`config.mk`:
```
export PLATFORM = sky130hd
export DESIGN_NAME = pc_ctrl
export DESIGN_NICKNAME = d
export VERILOG_FILES = /design/src/rtl/pc_pkg.sv /design/src/rtl/epc_stack.sv /design/src/rtl/pc_ctrl.sv
export SDC_FILE = /design/constraint.sdc
export NUM_CORES = 1
export LEC_CHECK = 0
export CORE_ASPECT_RATIO = 0.9
export CORE_MARGIN = 10
export CORE_UTILIZATION = 40
export DETAILED_ROUTE_END_ITERATION = 16
export SKIP_CTS_REPAIR_TIMING = 1
export SLEW_MARGIN = 20
export SYNTH_ARGS = -nofsm -noshare
export SYNTH_HDL_FRONTEND = slang
export SYNTH_SLANG_ARGS = --single-unit
```
`constraint.sdc`:
```
create_clock -name clk -period 5.56 [get_ports clk]
set_input_delay 1.112 -clock clk [delete_from_list [all_inputs] [get_ports clk]]
set_output_delay 1.112 -clock clk [all_outputs]
set_load 0.01 [all_outputs]
```
`src/rtl/pc_pkg.sv`:
```
// Shared definitions for the program-counter controller.
//   npc_op_e      : encodings of the npc_op flow selector
//   RESET_VEC_DEF : default PC after reset
//   INT_VEC_DEF   : default interrupt entry address
package pc_pkg;

    typedef enum logic [1:0] {
        NPC_SEQ = 2'b00,
        NPC_JMP = 2'b01,
        NPC_BR  = 2'b10,
        NPC_JR  = 2'b11
    } npc_op_e;

    localparam logic [31:0] RESET_VEC_DEF = 32'h0000_3000;
    localparam logic [31:0] INT_VEC_DEF   = 32'h0000_3040;

endpackage

```
`src/rtl/epc_stack.sv`:
```
// LIFO of exception return addresses.
//   clk, rst_n : clock, async active-low reset (empties the stack)
//   push, din  : store din as the new top (ignored when full)
//   pop        : discard the top entry (ignored when empty)
//   top        : most recent entry, 0 when empty
//   depth      : number of stored entries (0..EPC_DEPTH)
//   full/empty : depth == EPC_DEPTH / depth == 0
module epc_stack #(
    parameter int unsigned AW        = 32,
    parameter int unsigned EPC_DEPTH = 4
) (
    input  logic                         clk,
    input  logic                         rst_n,
    input  logic                         push,
    input  logic                         pop,
    input  logic [AW-1:0]                din,
    output logic [AW-1:0]                top,
    output logic [$clog2(EPC_DEPTH):0]   depth,
    output logic                         full,
    output logic                         empty
);

    localparam int unsigned PW = $clog2(EPC_DEPTH);
    localparam int unsigned DW = PW + 1;

    logic [AW-1:0] mem_q [EPC_DEPTH];
    logic [DW-1:0] depth_q;
    logic [PW-1:0] wr_idx;
    logic [PW-1:0] rd_idx;
    logic          do_push;
    logic          do_pop;

    // The depth counter doubles as the write pointer; it only wraps to the
    // MSB when full, and no write happens then.
    assign wr_idx  = depth_q[PW-1:0];
    assign rd_idx  = wr_idx - PW'(1);
    assign full    = (depth_q == DW'(EPC_DEPTH));
    assign empty   = (depth_q == '0);
    assign do_push = push && !full;
    assign do_pop  = pop && !empty && !push;

    assign top   = empty ? '0 : mem_q[rd_idx];
    assign depth = depth_q;

    always_ff @(posedge clk or negedge rst_n) begin
        if (!rst_n) begin
            depth_q <= '0;
        end else if (do_push) begin
            depth_q <= depth_q + DW'(1);
        end else if (do_pop) begin
            depth_q <= depth_q - DW'(1);
        end
    end

    // Contents need no reset; depth alone decides what is valid.
    always_ff @(posedge clk) begin
        if (do_push) begin
            mem_q[wr_idx] <= din;
        end
    end

endmodule

```
`src/rtl/pc_ctrl.sv`:
```
// Program-counter controller: PC register, next-PC selection for
// sequential/jump/branch/jr flow, interrupt entry and nested ERET return.
//   clk, rst_n  : clock, async active-low reset
//   stall       : hold PC, no stack activity
//   npc_op      : flow select (see pc_pkg::npc_op_e)
//   br_taken    : branch condition for NPC_BR
//   imm         : instruction immediate, imm[15:0] is the branch offset
//   reg_data    : jr target
//   intreq      : level interrupt request
//   eret        : ERET in current instruction
//   pc, pc_4    : current PC and PC + 4
//   npc         : next PC (combinational)
//   int_ack     : interrupt accepted this cycle
//   epc_top     : top return address (0 when empty)
//   epc_depth   : stacked return addresses
//   eret_err    : sticky, ERET seen with an empty stack
module pc_ctrl
    import pc_pkg::*;
#(
    parameter int unsigned    AW        = 32,
    parameter logic [AW-1:0]  RESET_VEC = AW'(RESET_VEC_DEF),
    parameter logic [AW-1:0]  INT_VEC   = AW'(INT_VEC_DEF),
    parameter int unsigned    EPC_DEPTH = 4
) (
    input  logic                       clk,
    input  logic                       rst_n,
    input  logic                       stall,
    input  logic [1:0]                 npc_op,
    input  logic                       br_taken,
    input  logic [25:0]                imm,
    input  logic [AW-1:0]              reg_data,
    input  logic                       intreq,
    input  logic                       eret,
    output logic [AW-1:0]              pc,
    output logic [AW-1:0]              pc_4,
    output logic [AW-1:0]              npc,
    output logic                       int_ack,
    output logic [AW-1:0]              epc_top,
    output logic [$clog2(EPC_DEPTH):0] epc_depth,
    output logic                       eret_err
);

    logic [AW-1:0] pc_q;
    logic [AW-1:0] tgt;
    logic [AW-1:0] br_off;
    logic          eret_err_q;
    logic          eret_err_set;
    logic          stk_push;
    logic          stk_pop;
    logic          stk_full;
    logic          stk_empty;

    assign pc_4   = pc_q + AW'(4);
    assign br_off = {{(AW-18){imm[15]}}, imm[15:0], 2'b00};

    always_comb begin
        tgt = pc_4;
        unique case (npc_op_e'(npc_op))
            NPC_SEQ: tgt = pc_4;
            NPC_JMP: tgt = {pc_4[AW-1:28], imm, 2'b00};
            NPC_BR:  tgt = br_taken ? (pc_4 + br_off) : pc_4;
            NPC_JR:  tgt = reg_data;
            default: tgt = pc_4;
        endcase
    end

    // Interrupt beats ERET; a full stack makes the request invisible so the
    // current instruction's own flow (including ERET) proceeds.
    always_comb begin
        npc          = pc_q;
        int_ack      = 1'b0;
        stk_push     = 1'b0;
        stk_pop      = 1'b0;
        eret_err_set = 1'b0;
        if (!stall) begin
            if (intreq && !stk_full) begin
                npc      = INT_VEC;
                int_ack  = 1'b1;
                stk_push = 1'b1;
            end else if (eret) begin
                if (!stk_empty) begin
                    npc     = epc_top;
                    stk_pop = 1'b1;
                end else begin
                    npc          = pc_4;
                    eret_err_set = 1'b1;
                end
            end else begin
                npc = tgt;
            end
        end
    end

    always_ff @(posedge clk or negedge rst_n) begin
        if (!rst_n) begin
            pc_q       <= RESET_VEC;
            eret_err_q <= 1'b0;
        end else begin
            pc_q <= npc;
            if (eret_err_set) begin
                eret_err_q <= 1'b1;
            end
        end
    end

    assign pc       = pc_q;
    assign eret_err = eret_err_q;

    epc_stack #(
        .AW        (AW),
        .EPC_DEPTH (EPC_DEPTH)
    ) u_epc_stack (
        .clk   (clk),
        .rst_n (rst_n),
        .push  (stk_push),
        .pop   (stk_pop),
        .din   (tgt),
        .top   (epc_top),
        .depth (epc_depth),
        .full  (stk_full),
        .empty (stk_empty)
    );

endmodule

```
==> flow_metrics.py, run 1 <==
metrics = {
    "cells_and_area": {
        "fin_area_um2": 15000,
        "area_growth_pct": 47.7,
        "num_antenna_cells": 0,
        "fillers": 2183,
        "final_common_cell": "buf_4",
        "layout_common_cells": "buf_4, clkdlybuf4s50_1, edfxtp_1",
        "drive_above_1_share_pct": 28.1,
        "nets": 1440,
        "utilization_pct": 59.9,
    },
    "logic_synthesis": {
        "netlist_area_um2": 10200,
        "async_flop_share_pct": 22.0,
        "synth_top_area_share_pct": 37.7,
        "ys_warn_count": 0,
        "synth_top_area_cell": "edfxtp_1",
        "syn-num-nets": 1053,
        "synth_edf_count": 128,
        "yosys_most_used_dff": "edfxtp_1",
        "avgSynthCellArea_um2": 10.7,
        "syn_inst": 948,
        "yosys-top-cells-area": "edfxtp_1, dfrtp_1, mux4_2",
        "yosys_register_bits": 164,
        "ys_types": 68,
        "ys_seq_area_share_pct": 46.6,
    },
    "timing": {
        "finalSetupViolCount": 3,
        "hold_viol_final": 0,
        "period_needed_ps": 5670,
        "worst_pin_slew_ps": 805,
        "slew_headroom_pct": 46.3,
        "fin_ws_ps": -114,
        "clock_skew_ps": 17.8,
        "max_freq_ghz": 0.176,
        "slew_viol_final": 0,
        "rsz0062_at_grt": "yes",
        "finalCritPeriodShare_pct": 102,
    },
    "route": {
        "route.detailed.drc": 0,
        "drtPass1Iterations": 5,
        "viasPerCell": 5.80,
        "via_count": 9797,
        "wirelength_mm": 42.1,
        "routedWlPerCell_um": 24.9,
        "ant_nets": 0,
        "dr.first_iter.drc_count": 981,
    },
    "clock_network": {
        "clock_sinks": 164,
        "htree_levels": 4,
        "cts-root-buf": "clkbuf_16",
        "clk_pin_slew_ps": 70,
        "cts_max_path_buffers": 2,
        "cts_tree": "yes",
        "clk_latency_ps": 440,
        "cts_made_buffers": 17,
    },
    "min_path": {
        "hold_path_end": "eret_err$_DFFE_PN0P_",
        "hold_start": "eret_err$_DFFE_PN0P_",
        "hold_depth": 1,
        "min_path_type": "reg -> reg",
    },
    "flow_run": {
        "cap_violations": 0,
    },
    "place": {
        "hpwl_mm": 31.6,
        "dpl_cell_area_um2": 13900,
        "place.gp.congestion": 0.962,
        "port_buffers": 198,
    },
    "global_routing": {
        "grt_overflow": 0,
        "grt.total_usage_pct": 25.4,
        "antenna_found_initial": 0,
        "grt_max_degree": 41,
        "grt_pass1_wl_mm": 62.1,
        "grt_pass1_vias": 9882,
    },
    "power_and_ir_drop": {
        "peakVddDrop_mv": 0.386,
        "total_power_uw": 7950,
        "power_density_nw_per_um2": 528,
        "power_leakage_uw": 0.00615,
    },
    "die": {
        "initial_core_util_pct": 40.5,
        "die_area_um2": 32200,
        "dieWidth_um": 188,
        "io_pins": 199,
        "die_height_um": 171,
        "core_um2": 25100,
        "rows": 55,
    },
    "worst_setup_path": {
        "worstSetupStartpoint": "pc[3]$_DFF_PN0_",
        "worstSetupStartpointType": "register",
        "cpMostUsedCell": "buf_4",
        "slowest_stage": "dfrtp_1",
        "critPathMaxStageDelay_ps": 360,
        "criticalPathCategory": "reg -> out",
        "cp.arrival_ps": 4560,
        "rr_worst_depth": 18,
        "critPathTopFamily": "compound AO/OA/AOI/OAI gates",
        "cp.required_ps": 4450,
        "r2r-start": "pc[3]$_DFF_PN0_",
        "end_kind": "output pin",
        "critPathMaxFanout": 4,
        "rrSetupSlack_ps": 1490,
        "path_cells": "ha_2 -> and4_4 -> nand4_1 -> nor2_2 -> buf_4 -> nand3_1 -> xor2_1 -> inv_1 -> ha_4 -> nand2_1 -> o221ai_2 -> o31ai_2 -> a211oi_2 -> buf_4 -> mux2_2 -> a31oi_1 -> buf_4 -> nor2_1 -> o31ai_2 -> buf_2",
        "r2r_end": "u_epc_stack.mem_q[2][31]$_DFFE_PP_",
        "crit_buf_inv": 5,
    },
    "run_status": {
        "status": "complete, but fails checks",
        "violations": "negative setup slack",
    },
}
flip-flops by register name (all words and copies together) (netlist names):
register	flops
u_epc_stack.depth	3
u_epc_stack.mem_q	128
eret_err	1
pc	32
worst register-to-register path, delay by kind of cell, from the launching register on:
family | cells | cell delay (ps)
flops | 1 | 360
buf+inv | 1 | 170
simple gates | 6 | 1150
fa+ha+maj | 2 | 420
compound gates | 7 | 1440
xor+xnor | 2 | 330
Yosys cell counts (9+ instances only):
| cell type | n |
|---|---|
| a211oi_1 | 15 |
| a21o_1 | 24 |
| a21oi_1 | 80 |
| a221o_1 | 10 |
| a31oi_1 | 9 |
| and2_1 | 42 |
| and3_1 | 9 |
| clkbuf_1 | 46 |
| dfrtp_1 | 34 |
| edfxtp_1 | 128 |
| ha_1 | 37 |
| inv_1 | 27 |
| mux2i_1 | 10 |
| mux4_2 | 37 |
| nand2_1 | 88 |
| nand3_1 | 22 |
| nand4_1 | 12 |
| nor2_1 | 69 |
| nor2b_1 | 10 |
| nor3_1 | 10 |
| o211ai_1 | 9 |
| o21ai_0 | 57 |
| xnor2_1 | 22 |
| xor2_1 | 24 |
worst max-delay path by stage:
stage                         end  slack (ps)  cells after the start
after floorplan           npc[27]         370                     17
after detailed placement  npc[27]        -330                     14
after CTS                 npc[27]        -820                     19
after global routing      npc[27]        -320                     20
after global placement    npc[27]        -360                     14
final                     npc[27]        -110                     20
metrics by stage:
stage | hold slack, ps | TNS, ps | std cells | setup WS, ps
finish | 474 | -169 | 1690 | -114
CTS | 484 | -5730 | 1675 | -824
global route | 524 | -914 | 1690 | -317
global placement | 465 | -2470 | 1643 | -355
floorplan | 513 | 0 | 948 | 367
detailed placement | 469 | -2650 | 1643 | -327
cells by family after synthesis:
kind of cell	share of synthesized area (%)
AOI/OAI and AO/OA	18.3
buffers and inverters	3.10
DFF	46.6
adders and majority gates	4.94
muxes	9.50
and+or+nand+nor	13.6
xor gates and xnor gates	3.96
where the power goes:
| part | internal, uW | switching (uW) | total [uW] | leakage [uW] |
|---|---|---|---|---|
| logic | 2470 | 2560 | 5030 | 0.00424 |
| registers | 1610 | 124 | 1730 | 0.00162 |
| clock network | 645 | 544 | 1190 | 0.000282 |
per-layer routing:
metal | part of all wire, % | wire length [um] | GRT usage (%) | vias to the layer above
met4 | 3.2 | 1350 | 9.35 | 0
met1 | 43 | 18200 | 33.2 | 4885
met3 | 7.4 | 3110 | 5.69 | 81
li1 | - | - | - | 4380
met5 | 0 | 0 | 0 | -
met2 | 46 | 19500 | 40.7 | 451
cell type report:
type	count	area, um^2	area share [%]
clock inverter	13	141	0.940
multi-input combinational	703	5500	36.6
sequential	164	4750	31.6
clock buffer	19	443	2.95
inverter	28	105	0.699
tap	342	428	2.85
timing repair buffer	421	3670	24.4
No activity file was read; power rests on OpenSTA's default activity.
==> inputs of run 2 (changes only) <==
Settings changed: GPL_TIMING_DRIVEN set to 0.
==> flow_metrics.py, run 2 (synthesis results as in run 1) <==
metrics = {
    "power_and_ir_drop": {
        "total_power_uw": 7700,
        "p_comb_share_pct": 61.4,
        "p_sw_share_pct": 43.0,
        "peakVddDrop_mv": 0.333,
        "power_leakage_uw": 0.00543,
        "p_switching_uw": 3310,
        "power_density_nw_per_um2": 533,
        "clkPwrFrac_pct": 14.6,
        "p_seq_share_pct": 24.1,
        "power.internal_uw": 4390,
    },
    "worst_setup_path": {
        "critPathTopFamily": "compound AO/OA/AOI/OAI gates",
        "cp.required_ps": 4450,
        "critPathMaxFanout": 8,
        "end_kind": "output pin",
        "crit_buf_inv": 2,
        "cpMostUsedCell": "o31ai_2",
        "worstSetupStartpointType": "register",
        "path_cells": "and4_1 -> nand4_1 -> nor2_4 -> and4_4 -> nand3_4 -> xnor2_4 -> ha_4 -> a21oi_4 -> buf_4 -> o221ai_2 -> o31ai_2 -> a211oi_2 -> mux2_2 -> a31oi_4 -> nor2_1 -> o31ai_2 -> clkbuf_2",
        "slowest_stage": "dfrtp_1",
        "critPathMaxStageDelay_ps": 530,
        "cp.arrival_ps": 4770,
        "criticalPathCategory": "reg -> out",
    },
    "route": {
        "drtPass1Iterations": 5,
        "wirelength_mm": 43.8,
        "routedWlPerCell_um": 27.8,
        "viasPerCell": 6.16,
        "dr.first_iter.drc_count": 1261,
        "via_count": 9689,
        "route.detailed.drc": 0,
        "ant_nets": 0,
    },
    "clock_network": {
        "cts-root-buf": "clkbuf_16",
        "clk_latency_ps": 430,
        "cts_tree": "yes",
        "cts_max_path_buffers": 2,
        "clk_pin_slew_ps": 70,
        "htree_levels": 4,
        "clock_sinks": 164,
        "cts_made_buffers": 17,
    },
    "timing": {
        "period_needed_ps": 5880,
        "fin_ws_ps": -319,
        "clock_skew_ps": 16.0,
        "finalCritPeriodShare_pct": 106,
        "hold_viol_final": 0,
        "slew_headroom_pct": 38.6,
        "whs_ps": 483,
        "slew_viol_final": 0,
        "rsz0062_at_grt": "yes",
        "worst_pin_slew_ps": 921,
        "finalSetupViolCount": 11,
        "max_freq_ghz": 0.170,
    },
    "cells_and_area": {
        "utilization_pct": 57.5,
        "largest_register_ff_count": 128,
        "num_antenna_cells": 0,
        "stdcell_count": 1574,
        "layout_common_cells": "clkdlybuf4s50_1, edfxtp_1, nand2_1",
        "drive_above_1_share_pct": 23.8,
        "area_growth_pct": 41.9,
        "nets": 1324,
        "fin_area_um2": 14500,
        "final_common_cell": "clkdlybuf4s50_1",
        "regMostFlops": "u_epc_stack.mem_q",
    },
    "global_routing": {
        "antenna_found_initial": 0,
        "grt_overflow": 0,
        "grt_pass1_vias": 9018,
        "grt_max_degree": 22,
        "grt_pass1_wl_mm": 61.1,
        "grt.total_usage_pct": 25.7,
    },
    "die": {
        "io_pins": 199,
        "die_area_um2": 32200,
        "initial_core_util_pct": 40.5,
        "die_height_um": 171,
        "dieWidth_um": 188,
        "rows": 55,
        "core_um2": 25100,
    },
    "place": {
        "dpl_cell_area_um2": 12700,
        "place.gp.congestion": 0.974,
        "dpl.cell_count": 1491,
        "hpwl_mm": 32.5,
        "port_buffers": 196,
    },
    "run_status": {
        "violations": "negative setup slack",
        "status": "complete, but fails checks",
    },
    "flow_run": {
        "cap_violations": 0,
    },
    "min_path": {
        "min_path_type": "reg -> reg",
    },
}
[run 2: final cells by class]
cell class                 count  area [um^2]
buffer                        48          229
tap                          342          428
sequential                   164         4750
multi-input combinational    703         5920
inverter                      28          105
clock buffer                  18          429
clock inverter                14          119
fill                        2143        10700
timing repair buffer         257         2470
[run 2: worst paths after layout]
kind | startpoint | to | slack [ps] | depth (start not counted)
worst max-delay path | pc[7]$_DFF_PN0_ | npc[27] | -320 | 17
worst min-delay path | eret_err$_DFFE_PN0P_ | eret_err$_DFFE_PN0P_ | 480 | 1
worst max register to register | pc[7]$_DFF_PN0_ | u_epc_stack.mem_q[2][31]$_DFFE_PP_ | 1050 | 18
worst min register to register | eret_err$_DFFE_PN0P_ | eret_err$_DFFE_PN0P_ | 480 | 1
max in group asynchronous | rst_n | pc[3]$_DFF_PN0_ | 4290 | 2
min in group asynchronous | rst_n | pc[14]$_DFF_PN0_ | 720 | 1
[run 2: through the flow]
step	TNS (ps)	setup WS (ps)
after floorplan	0	367
after global placement	-30810	-1720
after detailed placement	-31060	-1640
after CTS	-59260	-2180
after global routing	-3890	-469
final	-2080	-319
[run 2: power groups by stage]
| stage | clock (uW) | sequential [uW] | combinational, uW |
|---|---|---|---|
| 2_1_floorplan | 0 | 1810 | 2180 |
| 3_3_place_gp | 0 | 1840 | 4160 |
| 3_5_place_dp | 0 | 1830 | 4180 |
| 4_1_cts | 1130 | 1810 | 4200 |
| 5_1_grt | 1190 | 1870 | 4990 |
| 6_report | 1120 | 1850 | 4730 |
[run 2: routing by layer]
layer	wire [um]	share of wire (%)	vias to the layer above	GRT usage (%)
met5	51	0.12	-	1.27
met4	1250	2.9	2	7.16
met3	4730	11	112	7.41
met2	19800	45	630	40.5
met1	18000	41	4785	33.7
li1	-	-	4160	-
